File: src/rtl/multicycle_ctrl_pkg.sv
// Shared types and constants for the multi-cycle ARM32 control FSM.
package ctrl_pkg;

   typedef enum logic [3:0] {
      RST, FETCH, FWAIT, DECODE, SHIFT, EXEC, MEM, MWAIT, WB, BR, HALT
   } state_t;

   localparam logic [3:0] COND_EQ = 4'b0000;
   localparam logic [3:0] COND_NE = 4'b0001;
   localparam logic [3:0] COND_CS = 4'b0010;
   localparam logic [3:0] COND_CC = 4'b0011;
   localparam logic [3:0] COND_MI = 4'b0100;
   localparam logic [3:0] COND_PL = 4'b0101;
   localparam logic [3:0] COND_VS = 4'b0110;
   localparam logic [3:0] COND_VC = 4'b0111;
   localparam logic [3:0] COND_HI = 4'b1000;
   localparam logic [3:0] COND_LS = 4'b1001;
   localparam logic [3:0] COND_GE = 4'b1010;
   localparam logic [3:0] COND_LT = 4'b1011;
   localparam logic [3:0] COND_GT = 4'b1100;
   localparam logic [3:0] COND_LE = 4'b1101;
   localparam logic [3:0] COND_AL = 4'b1110;

   // Opcode classes: DP is opcode[6], MEM/BR are opcode[6:5].
   localparam logic       OPC_DP   = 1'b0;
   localparam logic [1:0] OPC_MEM  = 2'b10;
   localparam logic [1:0] OPC_BR   = 2'b11;
   localparam logic [6:0] OPC_HALT = 7'b1111111;

   localparam logic [1:0] WB_ALU = 2'd0;
   localparam logic [1:0] WB_RAM = 2'd1;
   localparam logic [1:0] WB_PC  = 2'd2;

   function automatic logic [3:0] cnt_dec(input logic [3:0] c);
      return (c == 4'd0) ? 4'd0 : c - 4'd1;
   endfunction

endpackage

File: src/rtl/multicycle_ctrl_if.sv
// Control bundle between the multi-cycle controller and the ARM32 datapath.
interface multicycle_ctrl_if;
   logic [6:0] opcode;
   logic [3:0] cond;
   logic       set_flags;
   logic [3:0] status_flags;

   logic       waiting;
   logic       halted;
   logic [1:0] wb_sel;
   logic       sel_A;
   logic       sel_B;
   logic       sel_shift;
   logic       w_en;
   logic       en_A;
   logic       en_B;
   logic       en_C;
   logic       en_S;
   logic [2:0] ALU_op;
   logic       load_ir;
   logic       load_pc;
   logic       clear_pc;
   logic       sel_pc;
   logic       load_addr;
   logic       sel_addr;
   logic       ram_w_en;

   modport master (
      input  opcode, cond, set_flags, status_flags,
      output waiting, halted, wb_sel, sel_A, sel_B, sel_shift, w_en, en_A, en_B,
             en_C, en_S, ALU_op, load_ir, load_pc, clear_pc, sel_pc, load_addr,
             sel_addr, ram_w_en
   );

   modport slave (
      output opcode, cond, set_flags, status_flags,
      input  waiting, halted, wb_sel, sel_A, sel_B, sel_shift, w_en, en_A, en_B,
             en_C, en_S, ALU_op, load_ir, load_pc, clear_pc, sel_pc, load_addr,
             sel_addr, ram_w_en
   );
endinterface

File: src/rtl/multicycle_ctrl_cond_eval.sv
// ARM condition-code evaluator: (cond, NZCV) -> pass. 1111 behaves as AL.
module cond_eval
   import ctrl_pkg::*;
(
   input  logic [3:0] cond,
   input  logic [3:0] nzcv,
   output logic       pass
);
   logic n, z, c, v;
   assign {n, z, c, v} = nzcv;

   always_comb begin
      pass = 1'b1;
      case (cond)
         COND_EQ: pass = z;
         COND_NE: pass = !z;
         COND_CS: pass = c;
         COND_CC: pass = !c;
         COND_MI: pass = n;
         COND_PL: pass = !n;
         COND_VS: pass = v;
         COND_VC: pass = !v;
         COND_HI: pass = c && !z;
         COND_LS: pass = !c || z;
         COND_GE: pass = (n == v);
         COND_LT: pass = (n != v);
         COND_GT: pass = !z && (n == v);
         COND_LE: pass = z || (n != v);
         COND_AL: pass = 1'b1;
         default: pass = 1'b1;
      endcase
   end
endmodule

File: src/rtl/multicycle_ctrl.sv
// Multi-cycle ARM32 control FSM; Moore outputs drive every datapath enable/select.
// Conditional execution is built only when COND_EXEC_EN is defined.
//
// state  | meaning
// RST    | reset, PC cleared
// FETCH  | present PC to RAM, start fetch timer
// FWAIT  | wait for instruction; load IR and PC+4 on terminal count
// DECODE | latch operands, evaluate condition
// SHIFT  | extra operand cycle for register-specified shift
// EXEC   | ALU operation or address/branch-target add
// MEM    | present data address; STR strobes, LDR starts timer
// MWAIT  | wait for load data
// WB     | register-file write
// BR     | load branch target into PC
// HALT   | stopped until reset
module multicycle_ctrl
   import ctrl_pkg::*;
#(
   parameter int unsigned MEM_LAT = 2,
   parameter logic [2:0]  ALU_ADD = 3'b100
) (
   input  logic               clk,
   input  logic               rst_n,
   multicycle_ctrl_if.master  bus
);
   localparam logic [3:0] LAT_M1 = 4'(MEM_LAT - 1);

   state_t     state_q, state_d;
   logic [3:0] cnt_q, cnt_d;
   logic       cond_pass;
   logic       is_rs, is_dp;

   assign is_rs = (bus.opcode[5:3] == 3'b100);
   assign is_dp = (bus.opcode[6] == OPC_DP);

`ifdef COND_EXEC_EN
   cond_eval u_cond_eval (
      .cond (bus.cond),
      .nzcv (bus.status_flags),
      .pass (cond_pass)
   );
`else
   logic unused_cond;
   assign unused_cond = &{1'b0, bus.cond, bus.status_flags};
   assign cond_pass   = 1'b1;
`endif

   always_ff @(posedge clk or negedge rst_n) begin
      if (!rst_n) begin
         state_q <= RST;
         cnt_q   <= 4'd0;
      end else begin
         state_q <= state_d;
         cnt_q   <= cnt_d;
      end
   end

   always_comb begin
      state_d       = state_q;
      cnt_d         = cnt_q;
      bus.waiting   = 1'b0;
      bus.halted    = 1'b0;
      bus.wb_sel    = WB_ALU;
      bus.sel_A     = 1'b0;
      bus.sel_B     = 1'b0;
      bus.sel_shift = 1'b0;
      bus.w_en      = 1'b0;
      bus.en_A      = 1'b0;
      bus.en_B      = 1'b0;
      bus.en_C      = 1'b0;
      bus.en_S      = 1'b0;
      bus.ALU_op    = 3'b000;
      bus.load_ir   = 1'b0;
      bus.load_pc   = 1'b0;
      bus.clear_pc  = 1'b0;
      bus.sel_pc    = 1'b0;
      bus.load_addr = 1'b0;
      bus.sel_addr  = 1'b0;
      bus.ram_w_en  = 1'b0;

      case (state_q)
         RST: begin
            bus.clear_pc = 1'b1;
            state_d      = FETCH;
         end
         FETCH: begin
            bus.load_addr = 1'b1;
            bus.sel_addr  = 1'b1;
            bus.waiting   = 1'b1;
            cnt_d         = LAT_M1;
            state_d       = FWAIT;
         end
         FWAIT: begin
            bus.waiting = 1'b1;
            cnt_d       = cnt_dec(cnt_q);
            if (cnt_q == 4'd0) begin
               bus.load_ir = 1'b1;
               bus.load_pc = 1'b1;
               state_d     = DECODE;
            end
         end
         DECODE: begin
            bus.en_A      = 1'b1;
            bus.en_B      = 1'b1;
            bus.sel_shift = is_rs;
            // Condition is checked first so a failed HALT is skipped like any other op.
            if (!cond_pass)                  state_d = FETCH;
            else if (bus.opcode == OPC_HALT) state_d = HALT;
            else if (is_rs)                  state_d = SHIFT;
            else                             state_d = EXEC;
         end
         SHIFT: begin
            bus.en_B      = 1'b1;
            bus.sel_shift = 1'b1;
            state_d       = EXEC;
         end
         EXEC: begin
            bus.en_C = 1'b1;
            if (is_dp) begin
               bus.ALU_op = bus.opcode[2:0];
               bus.sel_A  = !is_rs;
               bus.sel_B  = bus.opcode[4];
               bus.en_S   = bus.set_flags;
               state_d    = WB;
            end else begin
               bus.ALU_op = ALU_ADD;
               bus.sel_B  = 1'b1;
               state_d    = (bus.opcode[6:5] == OPC_MEM) ? MEM : BR;
            end
         end
         MEM: begin
            bus.load_addr = 1'b1;
            if (bus.opcode[4]) begin
               bus.ram_w_en = 1'b1;
               state_d      = FETCH;
            end else begin
               cnt_d   = LAT_M1;
               state_d = MWAIT;
            end
         end
         MWAIT: begin
            bus.waiting = 1'b1;
            cnt_d       = cnt_dec(cnt_q);
            if (cnt_q == 4'd0) state_d = WB;
         end
         WB: begin
            bus.w_en   = 1'b1;
            bus.wb_sel = is_dp ? WB_ALU : WB_RAM;
            state_d    = FETCH;
         end
         BR: begin
            bus.load_pc = 1'b1;
            bus.sel_pc  = 1'b1;
            state_d     = FETCH;
         end
         HALT: begin
            bus.halted = 1'b1;
         end
         default: state_d = RST;
      endcase
   end
endmodule

File: src/flat_wrapper.sv
// flat-port wrapper written by rule: the top's interface ports become plain ports
module multicycle_ctrl_flat import ctrl_pkg::*;
#(
   parameter int unsigned MEM_LAT = 2,
   parameter logic [2:0]  ALU_ADD = 3'b100
)
  (clk, rst_n, bus_opcode, bus_cond, bus_set_flags, bus_status_flags, bus_waiting, bus_halted, bus_wb_sel, bus_sel_A, bus_sel_B, bus_sel_shift, bus_w_en, bus_en_A, bus_en_B, bus_en_C, bus_en_S, bus_ALU_op, bus_load_ir, bus_load_pc, bus_clear_pc, bus_sel_pc, bus_load_addr, bus_sel_addr, bus_ram_w_en);
  multicycle_ctrl_if bus_i ();
  input  logic clk;
  input  logic rst_n;
  input wire logic [$bits(bus_i.opcode)-1:0] bus_opcode;
  input wire logic [$bits(bus_i.cond)-1:0] bus_cond;
  input wire logic [$bits(bus_i.set_flags)-1:0] bus_set_flags;
  input wire logic [$bits(bus_i.status_flags)-1:0] bus_status_flags;
  output wire logic [$bits(bus_i.waiting)-1:0] bus_waiting;
  output wire logic [$bits(bus_i.halted)-1:0] bus_halted;
  output wire logic [$bits(bus_i.wb_sel)-1:0] bus_wb_sel;
  output wire logic [$bits(bus_i.sel_A)-1:0] bus_sel_A;
  output wire logic [$bits(bus_i.sel_B)-1:0] bus_sel_B;
  output wire logic [$bits(bus_i.sel_shift)-1:0] bus_sel_shift;
  output wire logic [$bits(bus_i.w_en)-1:0] bus_w_en;
  output wire logic [$bits(bus_i.en_A)-1:0] bus_en_A;
  output wire logic [$bits(bus_i.en_B)-1:0] bus_en_B;
  output wire logic [$bits(bus_i.en_C)-1:0] bus_en_C;
  output wire logic [$bits(bus_i.en_S)-1:0] bus_en_S;
  output wire logic [$bits(bus_i.ALU_op)-1:0] bus_ALU_op;
  output wire logic [$bits(bus_i.load_ir)-1:0] bus_load_ir;
  output wire logic [$bits(bus_i.load_pc)-1:0] bus_load_pc;
  output wire logic [$bits(bus_i.clear_pc)-1:0] bus_clear_pc;
  output wire logic [$bits(bus_i.sel_pc)-1:0] bus_sel_pc;
  output wire logic [$bits(bus_i.load_addr)-1:0] bus_load_addr;
  output wire logic [$bits(bus_i.sel_addr)-1:0] bus_sel_addr;
  output wire logic [$bits(bus_i.ram_w_en)-1:0] bus_ram_w_en;
  assign bus_i.opcode = bus_opcode;
  assign bus_i.cond = bus_cond;
  assign bus_i.set_flags = bus_set_flags;
  assign bus_i.status_flags = bus_status_flags;
  assign bus_waiting = bus_i.waiting;
  assign bus_halted = bus_i.halted;
  assign bus_wb_sel = bus_i.wb_sel;
  assign bus_sel_A = bus_i.sel_A;
  assign bus_sel_B = bus_i.sel_B;
  assign bus_sel_shift = bus_i.sel_shift;
  assign bus_w_en = bus_i.w_en;
  assign bus_en_A = bus_i.en_A;
  assign bus_en_B = bus_i.en_B;
  assign bus_en_C = bus_i.en_C;
  assign bus_en_S = bus_i.en_S;
  assign bus_ALU_op = bus_i.ALU_op;
  assign bus_load_ir = bus_i.load_ir;
  assign bus_load_pc = bus_i.load_pc;
  assign bus_clear_pc = bus_i.clear_pc;
  assign bus_sel_pc = bus_i.sel_pc;
  assign bus_load_addr = bus_i.load_addr;
  assign bus_sel_addr = bus_i.sel_addr;
  assign bus_ram_w_en = bus_i.ram_w_en;
  multicycle_ctrl #(.MEM_LAT(MEM_LAT), .ALU_ADD(ALU_ADD)) u_core (.clk(clk), .rst_n(rst_n), .bus(bus_i));
endmodule
File: config.mk
export PLATFORM = sky130hd
export DESIGN_NAME = multicycle_ctrl_flat
export DESIGN_NICKNAME = d
export VERILOG_FILES = /design/src/rtl/multicycle_ctrl_pkg.sv /design/src/rtl/multicycle_ctrl_if.sv /design/src/rtl/multicycle_ctrl_cond_eval.sv /design/src/rtl/multicycle_ctrl.sv /design/src/flat_wrapper.sv
export SDC_FILE = /design/constraint.sdc
export NUM_CORES = 1
export LEC_CHECK = 0
export BUFFER_PORTS_ARGS = -buffer_cell sky130_fd_sc_hd__buf_2
export CORE_ASPECT_RATIO = 0.6
export CORE_MARGIN = 4
export CORE_UTILIZATION = 30
export CTS_BUF_LIST = sky130_fd_sc_hd__clkbuf_4 sky130_fd_sc_hd__clkbuf_8
export CTS_CLUSTER_SIZE = 8
export DETAILED_ROUTE_END_ITERATION = 8
export SLEW_MARGIN = 20
export SYNTH_ARGS = -nofsm -noshare
export SYNTH_HDL_FRONTEND = slang
export SYNTH_SLANG_ARGS = --single-unit
File: constraint.sdc
create_clock -name clk -period 2.3 [get_ports clk]
set_input_delay 0.46 -clock clk [delete_from_list [all_inputs] [get_ports clk]]
set_output_delay 0.46 -clock clk [all_outputs]
set_load 0.01 [all_outputs]
==> reports/results.ini, run 1 <==
[worst_hold_path]
hold_path_class = in2async

[cts]
cts_sinks = 8
numCtsBuffers = 3
clockRootBuffer = clkbuf_8
ctsHoldBuffers = 0
cts_tree = yes
h-tree-depth = 1
insertion_delay_ps = 220
cts_buffer_depth = 2
path_clk_slew_ps = 40

[global_route]
antenna_found_initial = 0
grt_max_degree = 17
use_met2_pct = 18.67
grt_pass1_vias = 727
grtUsageTotal_pct = 12.67
grt_use_met3_pct = 3.354
busiest_layer = met2
use_met1_pct = 18.36
grt_pass1_wl_microns = 3401
grt-ovfl-total = 0

[logic_synthesis]
ys_seq_elements = 8
synth.distinct_cells = 41
synth_async_sr_flop_share_pct = 100.0
syn_inst = 102
synth_nets = 121
syn_avg_cell_area_sq_um = 7.814
synth_edf_count = 0
synth.yosys.seq_area_share_pct = 25.12
syn_area_sq_um = 797.0
synthFlopType = dfrtp_1
ys_warn_count = 0

[floorplan]
dieArea_sq_um = 3572
ios = 40
die_w_microns = 74.54
die_h_microns = 47.93
rows = 14
start_util_pct = 31.60
core_area_sq_um = 2522

[routing]
drt_iter0_drc = 43
ant_nets = 0
drc = 0
firstDrtPassIters = 4
drt_wl_total_microns = 2258
num_vias = 866
viasPerCell = 5.248
drt-wirelength-per-cell_microns = 13.68

[sta]
period_share_pct = 95.02
rsz0062_at_grt = false
fin_ws_ps = 114.5
slew_headroom_pct = 56.13
fin_skew_ps = 1.766
clock.fmax_mhz = 457.6
setup_viol = 0
fin_tns_setup_ps = 0
period_needed_ps = 2186
slew_violations = 0
tightest_slew_ps = 649.0
finalHoldViolCount = 0

[flow_run]
maxCapViolations = 0

[layout]
final_cell_mix = 30 x buf_2, 8 x nand2_1, 8 x nor2_1
area_delta_synth_final_pct = 28.26
diodes = 0
final_common_cell = buf_2
drive_gt1_share_pct = 34.59
fin_nets = 154

[worst_setup_path]
r2r-end = u_core.cnt_q[3]
end_kind = primary output
worst_setup_path_start_kind = flip-flop
endpoint = bus_ALU_op[0]
worstPathRequired_ps = 1840
setup.worst_path.class = reg2out
crit_fanout = 10
startpoint = u_core.state_q[0]
rrSetupSlack_ps = 270
r2r-start = u_core.cnt_q[0]
r2r_cells = 7
worstPathArrival_ps = 1730

[pwr]
p_per_area_nw_per_um2 = 1373
p_leak_uw = 0.0005318
p_total_uw = 1403
ir_drop_mv = 0.6121

[placement]
pre_cts_ws_ps = 273.5
io_buffers = 30
gp_congestion = 0.7938
dp_hpwl_microns = 1801

[outcome]
status = finished, final reports clean

## logic make-up (layout without fill, tap and decap cells)
group | Yosys count | in the layout | synth area share [%]
xor gates and xnor gates | 1 | 1 | 2.041
other | 1 | 1 | 0.4705
buffers and inverters | 12 | 43 | 8.005
and+or+nand+nor | 57 | 57 | 43.80
AOI/OAI and AO/OA | 22 | 22 | 19.00
adders and majority gates | 1 | 1 | 1.570
DFF | 8 | 8 | 25.12
## worst min-delay path by stage
stage               slack [ps]   from           endpoint  cells past startpoint
floorplan                  160  rst_n    u_core.cnt_q[0]                      0
global placement           310  rst_n    u_core.cnt_q[2]                      1
detailed placement         310  rst_n    u_core.cnt_q[3]                      1
CTS                         70  rst_n    u_core.cnt_q[3]                      1
global route                70  rst_n  u_core.state_q[2]                      1
finish                      70  rst_n    u_core.cnt_q[3]                      1
## metal layers
metal	part of all wire, %	up-vias
li1	-	433
met1	53	412
met2	41	19
met3	5.2	2
met4	0.58	0
met5	0	-
## cells in the mapped netlist (2+ instances only)
| master | n | area [sq um] |
|---|---|---|
| a21oi_1 | 4 | 20.02 |
| and2_1 | 4 | 25.02 |
| and3_1 | 4 | 25.02 |
| and4_1 | 2 | 17.52 |
| buf_6 | 2 | 22.52 |
| clkbuf_1 | 4 | 15.01 |
| dfrtp_1 | 8 | 200.2 |
| inv_1 | 4 | 15.01 |
| nand2_1 | 8 | 30.03 |
| nand2b_1 | 4 | 25.02 |
| nand3b_1 | 4 | 30.03 |
| nor2_1 | 8 | 30.03 |
| nor2b_1 | 5 | 31.28 |
| nor3_1 | 3 | 15.01 |
| nor3b_1 | 4 | 30.03 |
| nor4_1 | 2 | 12.51 |
| o211ai_1 | 2 | 15.01 |
| o21a_1 | 2 | 15.01 |
| o21ai_0 | 4 | 20.02 |
| or2_2 | 2 | 12.51 |
| or4b_4 | 2 | 27.53 |
## state kept, by name, indices dropped and copies added (netlist names)
| signal | flops |
|---|---|
| u_core.cnt_q | 4 |
| u_core.state_q | 4 |
## final cells by class
class / count / area [sq um]
Fill cell: 281 / 1500
Multi-Input combinational cell: 82 / 533.0
Sequential cell: 8 / 201.4
Timing Repair Buffer: 35 / 187.7
Clock buffer: 3 / 41.29
Tap cell: 32 / 40.04
Inverter: 5 / 18.77
## timing repair
item	4_1_cts	5_1_grt
endpoints found under the setup margin	0	4
buffers inserted	0	0
resized for setup	0	1
## critical path, stage by stage (launching register included)
cell,delay [ps]
dfrtp_2,480
nand2b_1,170
nor2b_1,280
nor2b_1,270
and2_1,170
buf_2,130
## power by group
part	internal [uW]	leakage [uW]	total, uW	switching [uW]
Clock	113	0.0000216	163	49.7
Combinational	430	0.000410	954	524
Sequential	209	0.000101	287	77.8
## through the flow
stage | instances | utilization, % | area [sq um] | hold WS (ps)
after CTS | 165 | 40.48 | 1021 | 74.15
final | 165 | 40.53 | 1022 | 69.49
after global placement | 162 | 38.84 | 979.7 | 309.1
after detailed placement | 162 | 38.84 | 979.7 | 309.7
after global routing | 165 | 40.53 | 1022 | 72.26
after floorplan | 102 | - | 797.0 | 164.4
Power figures use the tool's default switching activity.
==> run 2, diff against run 1 <==
Settings changed: ABC_AREA set to 1.
==> reports/results.ini, run 2 <==
[floorplan]
die_w_microns = 72.04
core_area_sq_um = 2245
ios = 40
start_util_pct = 32.89
dieArea_sq_um = 3344
die_h_microns = 46.43
rows = 13

[worst_setup_path]
critPathBufInv = 2
worstPathArrival_ps = 1520
setup.worst_path.class = reg2out
path_delay_family = flip-flops
slowest_delay_ps = 370
worstPathRequired_ps = 1840
crit_fanout = 7
crit_slowest_cell = dfrtp_1
startpoint = u_core.cnt_q[0]
rrSetupSlack_ps = 890
r2r-end = u_core.state_q[0]
end_kind = primary output
r2r-start = u_core.cnt_q[0]
crit_chain = inv_1 -> ha_1 -> nand3_1 -> o21ai_0 -> buf_2
r2r_cells = 8
worst_setup_path_start_kind = flip-flop

[placement]
pre_cts_ws_ps = 567.1
io_buffers = 30
dp.cells = 188
gp_congestion = 0.8898
place_area_sq_um = 918.4
dp_hpwl_microns = 1737

[routing]
num_vias = 874
viasPerCell = 4.576
drt_wl_total_microns = 2071
drt-wirelength-per-cell_microns = 10.84
drt_iter0_drc = 68
ant_nets = 0
firstDrtPassIters = 5
drc = 0

[layout]
final_common_cell = nand2_1
diodes = 0
area_delta_synth_final_pct = 30.00
fin_cells = 191
fin_area_sq_um = 959.7
final_cell_mix = 39 x nand2_1, 30 x buf_2, 23 x nor2_1
fin_nets = 182
reg_top3 = u_core.cnt_q (4), u_core.state_q (4)
drive_gt1_share_pct = 27.33

[global_route]
grt_use_met3_pct = 5.011
grt-ovfl-total = 0
use_met1_pct = 18.44
antenna_found_initial = 0
busiest_layer = met2
grt_max_degree = 9
grt_pass1_wl_microns = 3387
use_met2_pct = 19.89
grt_pass1_vias = 759
grtUsageTotal_pct = 13.24

[logic_synthesis]
synth.distinct_cells = 19
synth.yosys.seq_area_share_pct = 27.12
synth_nets = 148
syn_area_sq_um = 738.2
synth_edf_count = 0
yosysTopAreaCell = dfrtp_1
ys_warn_count = 0
ys_top_cells_by_count = 39 x nand2_1, 23 x nor2_1, 22 x inv_1, 10 x nand3_1, 8 x dfrtp_1
yosysMostFrequentCell = nand2_1
ys_seq_elements = 8
synthFlopType = dfrtp_1
syn_inst = 129
syn_avg_cell_area_sq_um = 5.723
synth_async_sr_flop_share_pct = 100.0
synth.area.top_cells = dfrtp_1 27%, nand2_1 20%, nor2_1 12%, inv_1 11%, nand3_1 6.8%
yosysTopAreaCellShare_pct = 27.12

[sta]
finalHoldViolCount = 0
hold_slack_ps = 63.82
setup_viol = 0
fin_skew_ps = 8.121
period_needed_ps = 1977
clock.fmax_mhz = 505.9
fin_tns_setup_ps = 0
slew_violations = 0
fin_ws_ps = 323.3
rsz0062_at_grt = false
period_share_pct = 85.94

[cts]
clockRootBuffer = clkbuf_8
insertion_delay_ps = 230
ctsHoldBuffers = 0
h-tree-depth = 1
cts_setup_buffers = 0
cts_sinks = 8
cts_buffer_depth = 2
numCtsBuffers = 3
path_clk_slew_ps = 50
cts_tree = yes
cts.repair.resized = 0

[worst_hold_path]
hold_path_class = in2async

[pwr]
ir_drop_mv = 0.5257
p_leak_uw = 0.0006154
p_per_area_nw_per_um2 = 1332

[outcome]
status = finished, final reports clean

[flow_run]
maxCapViolations = 0

-- run 2: cell families (layout without fill, tap and decap cells) --
logic type,after synthesis,count (layout),synth area share (%)
AND/OR/NAND/NOR,86,86,51.52
buffers and inverters,25,57,13.22
flip-flops,8,8,27.12
AO/OA/AOI/OAI,7,7,4.745
adder cells (fa/ha/maj),1,1,1.695
other,1,1,0.5080
XOR/XNOR,1,1,1.187
-- run 2: per-stage QoR --
step	power [uW]	util (%)
floorplan	858.6	-
finish	1278	42.75
CTS	1283	42.75
detailed placement	1107	40.91
global route	1418	42.75
global placement	1098	40.91
-- run 2: final cells by class --
cell class	instances	area, sq um
Timing Repair Buffer	30	150.1
Sequential cell	8	200.2
Inverter	24	90.09
Tap cell	30	37.54
Clock buffer	3	41.29
Fill cell	263	1285
Multi-Input combinational cell	96	440.4
-- run 2: routing by layer --
| metal | vias to the layer above | part of all wire (%) |
|---|---|---|
| li1 | 455 | - |
| met1 | 389 | 51 |
| met2 | 30 | 44 |
| met3 | 0 | 5.8 |
| met4 | 0 | 0 |
| met5 | - | 0 |
-- run 2: how the worst max path moves through the flow --
stage	endpoint	slack (ps)	cells after the start
2_1_floorplan	bus_sel_B	670	5
3_3_place_gp	bus_load_pc	590	5
3_5_place_dp	bus_load_pc	570	5
4_1_cts	bus_load_pc	320	5
5_1_grt	bus_load_pc	190	5
6_report	bus_load_pc	320	5
-- run 2: power breakdown --
group / leakage, uW / internal, uW / switching, uW
registers: 0.000102 / 205 / 48.2
clock network: 0.0000216 / 114 / 58.8
logic: 0.000492 / 292 / 560
total: 0.000615 / 611 / 667
